$ cat src/rtl/id_ex_stage.sv
// ID/EX pipeline register for the pipelined RV32I core: carries the decoder bundle into EX,
// inserts load-use bubbles, squashes wrong-path instructions and counts stall/flush events.
module id_ex_stage #(
   parameter int XLEN  = 32,
   parameter int CNT_W = 16
) (
   input  logic             clk,
   input  logic             rst,
   input  logic             id_valid,
   input  logic [XLEN-1:0]  id_pc,
   input  logic [4:0]       id_rs1,
   input  logic [4:0]       id_rs2,
   input  logic [4:0]       id_rd,
   input  logic             id_uses_rs1,
   input  logic             id_uses_rs2,
   input  logic [XLEN-1:0]  id_rd1,
   input  logic [XLEN-1:0]  id_rd2,
   input  logic [XLEN-1:0]  id_imm,
   input  logic             id_RegWrite,
   input  logic             id_MemWrite,
   input  logic             id_MemRead,
   input  logic             id_ALUSrc,
   input  logic [4:0]       id_ALUOp,
   input  logic [4:0]       id_NPCOp,
   input  logic [1:0]       id_WDSel,
   input  logic             ex_flush,
   output logic             stall,
   output logic             ex_valid,
   output logic [XLEN-1:0]  ex_pc,
   output logic [XLEN-1:0]  ex_rd1,
   output logic [XLEN-1:0]  ex_rd2,
   output logic [XLEN-1:0]  ex_imm,
   output logic [4:0]       ex_rs1,
   output logic [4:0]       ex_rs2,
   output logic [4:0]       ex_rd,
   output logic             ex_RegWrite,
   output logic             ex_MemWrite,
   output logic             ex_MemRead,
   output logic             ex_ALUSrc,
   output logic [4:0]       ex_ALUOp,
   output logic [4:0]       ex_NPCOp,
   output logic [1:0]       ex_WDSel,
   output logic [CNT_W-1:0] stall_cnt,
   output logic [CNT_W-1:0] flush_cnt
);

   logic w_hz;
   logic w_bubble;

   // A load in EX whose destination is read by the ID instruction; x0 never forwards a hazard.
   assign w_hz = ex_valid & ex_MemRead & (ex_rd != 5'd0) & id_valid &
                 ((id_uses_rs1 & (id_rs1 == ex_rd)) | (id_uses_rs2 & (id_rs2 == ex_rd)));

   assign stall    = w_hz & ~ex_flush & ~rst;
   assign w_bubble = rst | ex_flush | w_hz;

   // NOTE: sequential state uses non-blocking assignments so every register samples pre-edge values.
   always_ff @(posedge clk) begin
      if (w_bubble) begin
         ex_valid    <= 1'b0;
         ex_pc       <= '0;
         ex_rd1      <= '0;
         ex_rd2      <= '0;
         ex_imm      <= '0;
         ex_rs1      <= '0;
         ex_rs2      <= '0;
         ex_rd       <= '0;
         ex_RegWrite <= 1'b0;
         ex_MemWrite <= 1'b0;
         ex_MemRead  <= 1'b0;
         ex_ALUSrc   <= 1'b0;
         ex_ALUOp    <= '0;
         ex_NPCOp    <= '0;
         ex_WDSel    <= '0;
      end else begin
         ex_valid    <= id_valid;
         ex_pc       <= id_pc;
         ex_rd1      <= id_rd1;
         ex_rd2      <= id_rd2;
         ex_imm      <= id_imm;
         ex_rs1      <= id_rs1;
         ex_rs2      <= id_rs2;
         ex_rd       <= id_rd;
         // Controls of an invalid slot are forced to the bubble encoding so it never writes state.
         ex_RegWrite <= id_valid & id_RegWrite;
         ex_MemWrite <= id_valid & id_MemWrite;
         ex_MemRead  <= id_valid & id_MemRead;
         ex_ALUSrc   <= id_valid & id_ALUSrc;
         ex_ALUOp    <= id_valid ? id_ALUOp : 5'd0;
         ex_NPCOp    <= id_valid ? id_NPCOp : 5'd0;
         ex_WDSel    <= id_valid ? id_WDSel : 2'd0;
      end
   end

   always_ff @(posedge clk) begin
      if (rst) begin
         stall_cnt <= '0;
         flush_cnt <= '0;
      end else begin
         if (stall && (stall_cnt != '1)) stall_cnt <= stall_cnt + CNT_W'(1);
         if (ex_flush && (flush_cnt != '1)) flush_cnt <= flush_cnt + CNT_W'(1);
      end
   end

endmodule

$ cat config.mk
export PLATFORM = sky130hd
export DESIGN_NAME = id_ex_stage
export DESIGN_NICKNAME = d
export VERILOG_FILES = /design/src/rtl/id_ex_stage.sv
export SDC_FILE = /design/constraint.sdc
export NUM_CORES = 1
export LEC_CHECK = 0
export CORE_AREA = 2 2 140 142
export DETAILED_ROUTE_END_ITERATION = 12
export DIE_AREA = 0 0 142 144
export DONT_BUFFER_PORTS = 1
export PLACE_DENSITY = 0.54
export SYNTH_ARGS = -nofsm -noshare
export SYNTH_HDL_FRONTEND = slang
export SYNTH_SLANG_ARGS = --single-unit
export TNS_END_PERCENT = 30
$ cat constraint.sdc
create_clock -name clk -period 2.3 [get_ports clk]
set_input_delay 0.115 -clock clk [delete_from_list [all_inputs] [get_ports clk]]
set_output_delay 0.115 -clock clk [all_outputs]
set_load 0.02 [all_outputs]
* Word level (Yosys, flattened, before mapping)
Cells that the tools add are included.
Word-level totals: flip-flop bits (word level) 192, input port bits 165, output and inout port bits 193, word-level logic and storage cells 45
Operators by class: $add $sub $neg 2, equal/unequal tests 4, bitwise operators 18, reduce and logical (&&, ||, !) cells 4
Operators by type and width (count):
- adder 16 x 1 -> 16 bit, second input constant | 2
- inequality test 16 bit, second input constant | 2
- bitwise AND 1 bit | 12
- == test 5 bit | 2
- nonzero test 5 bit | 1
- NOT 1 bit | 3
- OR 1 bit | 3
- logical AND 1 bit | 2
- OR reduction 2 bit | 1

* Depth between registers and ports, before layout
depth after elaboration 7, depth in mapped cells 8, depth with buffers taken out 6

* Worst setup path before layout
No wires, ideal clock.
kind register -> register, from register stall_cnt[0], to register stall_cnt[0], setup time 0.121 ns, data arrival time 1.951 ns, data required time 2.179 ns, path slack 0.228 ns, cell stages (with the launch flop) 8, path buffers 1, clock period less this slack 2.072 ns, cells stage by stage dfxtp_1 > ha_1 > nand3_1 > or4_4 > nand3_1 > buf_4 > nor2_1 > mux2_2
Between the ends: word-level cells in the longest chain between the ends 2, elaborated cells on any way between the ends 3, those cells by class add/sub (1); eq/ne (1); reduce/logical (1)
RTL lines:
- start, declared | RTL line 43 | output logic [CNT_W-1:0] stall_cnt,
- start signal, assigned | RTL line 100 | if (stall && (stall_cnt != '1)) stall_cnt <= stall_cnt + CNT_W'(1);
- branches (longest 2 deep; another with adder 16 x 1 -> 16 bit)
Parallel ways; which one is timed is not known. A chain may end at the register's enable or synchronous reset.

* Final worst setup path
from register ex_rd[1], to register ex_rs1[0]
Between the ends: word-level cells in the longest chain between the ends 5, elaborated cells on any way between the ends 10, those cells by class eq/ne (2); bitwise (7); reduce/logical (1)
RTL lines:
- start, declared | RTL line 35 | output logic [4:0] ex_rd,
- start signal, assigned | RTL line 83 | ex_rd <= id_rd;
- == test 5 bit or nonzero test 5 bit (tied branches) | RTL line 52, 51
- bitwise AND 1 bit, on equally long branches | RTL line 52, 51
- OR 1 bit or bitwise AND 1 bit (tied branches) | RTL line 52, 51
- bitwise AND 1 bit (*) | RTL line 51 | assign w_hz = ex_valid & ex_MemRead & (ex_rd != 5'd0) & id_valid &
- OR 1 bit (*) | RTL line 55 | assign w_bubble = rst | ex_flush | w_hz;
- end signal, assigned | RTL line 81 | ex_rs1 <= id_rs1;
- end, declared | RTL line 33 | output logic [4:0] ex_rs1,
Mark *: on every way between the ends. The rest lies on a longest branch, timed or not.

==> reports/qor.yml <==
endpoint_kind: "register"
internal_power_mw: 5.29
critical_path_required_ps: 2650
numPlacedInstances: 817
grt_max_degree: 112
multi_input_area_um2: 2160
synth_cells: 569
cts_tree: "yes"
switching_share: 0.249
syn_nets: 736
ant_nets: 0
crit_chain: "or4_1 > o21a_2 > inv_2 > o21a_4 > buf_4 > and2_1"
grt-ovfl-total: 0
cts_root_buf: "clkbuf_16"
drt_wl_total_mm: 17.5
dp_hpwl_mm: 11.5
drt_iter0_drc: 184
slowest_stage: "or4_1"
worstSetupPathType: "register to register"
crit_fanout: 49
cts.clk_slew.worst_paths_ps: 70
min_period_ps: 2070
grt_pass1_wl_mm: 25.9
wl_per_cell_um: 17.3
num_antenna_cells: 0
start_util: 0.323
grt_usage: 0.164
p_clk_frac: 0.425
synth_cell_types: 40
ioPinCount: 358
status: "complete, no violations"
antenna_found_initial: 0
nets: 928
vias: 4604
finalCritPeriodShare: 0.901
seqCellArea_um2: 3840
slew_headroom: 0.698
hold_end: "flush_cnt[12]$_SDFFE_PP0P_"
r2r-end: "ex_rs1[0]$_SDFF_PP0_"
worstRegToRegCells: 6
globalplace.congestion: 0.813
ys_warn_count: 0
area_delta_synth_final_pct: 44.2
power_frac_seq: 0.515
dieArea_um2: 20400
die_w_um: 142
power_density_nw_per_um2: 793
grt_pass1_vias: 4815
htreeDepth: 4
avgViaCountPerCell: 4.55
final.setup_skew_ps: 13.5
path_delay_family: "simple AND/OR/NAND/NOR gates"
cts_sinks: 192
clk_latency_ps: 420
synthesis.area_um2: 6160
yosysSeqAreaShare: 0.624
cts_max_path_buffers: 2
cap_violations: 0
arrival_ps: 2420
startpoint_type: "register"
die_y_um: 144
pwr-share-comb: 0.060
ys_seq_elements: 192
syn_avg_cell_area_um2: 10.8
fillers: 1744
max_freq_ghz: 0.483
worst_pin_slew_ps: 452
ir_drop_mv: 0.417
numCtsBuffers: 17
numPortBuffers: 0
cp_slowest_stage_delay_ps: 580
drive_gt1_frac: 0.111
rsz0062_at_grt: "no"
dr.pass1.iters: 6
final_cells: 1012
finalSetupViolCount: 0
core_region_area_um2: 19100
drcViolationCount: 0
min_from: "ex_flush"
hold_class: "primary input to register"
worst-path-buf-inv: 2
finalHoldViolCount: 0
setup_tns_ps: 0
p_leak_nw: 3.59
r2r_start: "ex_rd[1]$_SDFF_PP0_"
worstHoldPathCells: 4
slew_viol_final: 0
fp-row-count: 51
reg2reg_setup_slack_ps: 230
netSwitchingPower_mw: 1.75
crit_path_start: "ex_rd[1]$_SDFF_PP0_"
layout make-up:
type,instances,area share
Clock buffer,18,0.0484
Clock inverter,14,0.0204
Inverter,5,0.00211
Multi-Input combinational cell,343,0.243
Sequential cell,192,0.433
Tap cell,238,0.0335
Timing Repair Buffer,202,0.219
power by group through the flow:
stage | clock, mW | sequential (mW) | combinational [mW]
2_1_floorplan | 0 | 3.69 | 0.140
3_3_place_gp | 0 | 3.71 | 0.173
3_5_place_dp | 0 | 3.70 | 0.185
4_1_cts | 3.06 | 3.63 | 0.421
5_1_grt | 3.24 | 3.64 | 0.464
6_report | 2.99 | 3.63 | 0.426
stage by stage:
step / area (um^2) / hold slack, ps / util / setup WS (ps) / power, mW
finish: 8880 / 25.6 / 0.465 / 229 / 7.04
global route: 8880 / 83.8 / 0.465 / 48.2 / 7.34
CTS: 8870 / 7.02 / 0.465 / 118 / 7.11
detailed placement: 6620 / 191 / 0.347 / 185 / 3.89
global placement: 6620 / 192 / 0.347 / 310 / 3.88
floorplan: 6160 / 237 / - / 228 / 3.83
state kept, by name (all words and copies together) (netlist names), 2 cells and up:
register	cells
ex_rs1	5
flush_cnt	16
ex_rd2	32
ex_imm	32
ex_pc	32
ex_NPCOp	5
ex_rd	5
ex_rd1	32
ex_WDSel	2
stall_cnt	16
ex_rs2	5
ex_ALUOp	5
synth_stat cells:
cell type  count  area (um^2)
clkbuf_1      14         52.6
nor3_1         9         45.0
nand4_1       13         81.3
ha_1           2         25.0
buf_6          2         22.5
nand4b_1       1         8.76
and2_1       145          907
o41ai_1        1         8.76
or2_2          2         12.5
nor4b_1        1         8.76
a21oi_1       10         50.1
xnor2_1        7         61.3
nor4_2         1         12.5
nor2b_1        6         37.5
nand2b_1       2         12.5
or4_4          1         11.3
o21ai_0        1         5.00
nand2_1       16         60.1
inv_2          1         3.75
nand3b_1       1         7.51
a32oi_2        1         16.3
dfxtp_1      192         3840
or4_1         10         75.1
nand3_1       18         90.1
o21a_2         1         8.76
o21a_1         1         7.51
buf_2         11         55.1
xor2_1        17          149
mux2_2         6         67.6
o31ai_1        6         45.0
buf_4          2         15.0
o211ai_1       1         7.51
nor4_1         5         31.3
mux2i_1        2         20.0
inv_1          4         15.0
nor2_1        31          116
or3_1          1         6.26
a31oi_1        2         12.5
and4_1         1         8.76
and3_1        21          131
kinds of logic after synthesis:
logic type	Yosys count	share of synthesized area
fa+ha+maj	2	0.00406
mux	8	0.0142
flops	192	0.624
buf+inv	34	0.0266
xor+xnor	24	0.0341
simple gates	285	0.270
compound gates	24	0.0262
timing repair:
action | CTS | global route
endpoints found under the setup margin | 0 | 2
hold endpoints to repair | 192 | 0
hold buffers | 163 | 0
setup buffers | 0 | 0
resized for setup | 0 | 2
cells in the final DEF (no fill, tap or decap), types with 2 or more instances in the layout:
master and n:
dfxtp_1 192, dlygate4sd3_1 162, and2_1 145, buf_4 38, nor2_1 30, and3_1 21, nand3_1 18, xor2_1 17
clkbuf_16 17, nand2_1 16, nand4_1 13, or4_1 10, a21oi_1 10, nor3_1 9, xnor2_1 7, nor2b_1 6
mux2_2 6, o31ai_1 6, inv_6 6, nor4_1 5, inv_1 4, clkinv_8 3, inv_8 3, mux2i_1 2
or2_2 2, nand2b_1 2, a31oi_1 2, ha_1 2, buf_12 2
worst max-delay path by stage:
stage	slack [ps]	cells after the start	endpoint
detailed placement	180	6	stall_cnt[7]$_SDFFE_PP0P_
global placement	310	6	ex_ALUOp[0]$_SDFF_PP0_
global route	50	5	stall
finish	230	6	ex_rs1[0]$_SDFF_PP0_
floorplan	230	7	stall_cnt[0]$_SDFFE_PP0P_
CTS	120	5	stall
worst min-delay path: cells and delay by family:
kind,cells,cell delay [ps]
simple gates,3,170
xor+xnor,1,120
routing by layer:
| layer | part of all wire | global-route usage | wire length [um] |
|---|---|---|---|
| met1 | 0.37 | 0.177 | 6450 |
| met2 | 0.52 | 0.282 | 9100 |
| met3 | 0.095 | 0.0838 | 1670 |
| met4 | 0.014 | 0.0521 | 246 |
| met5 | 0 | 0 | 0 |
Power figures use the tool's default switching activity.
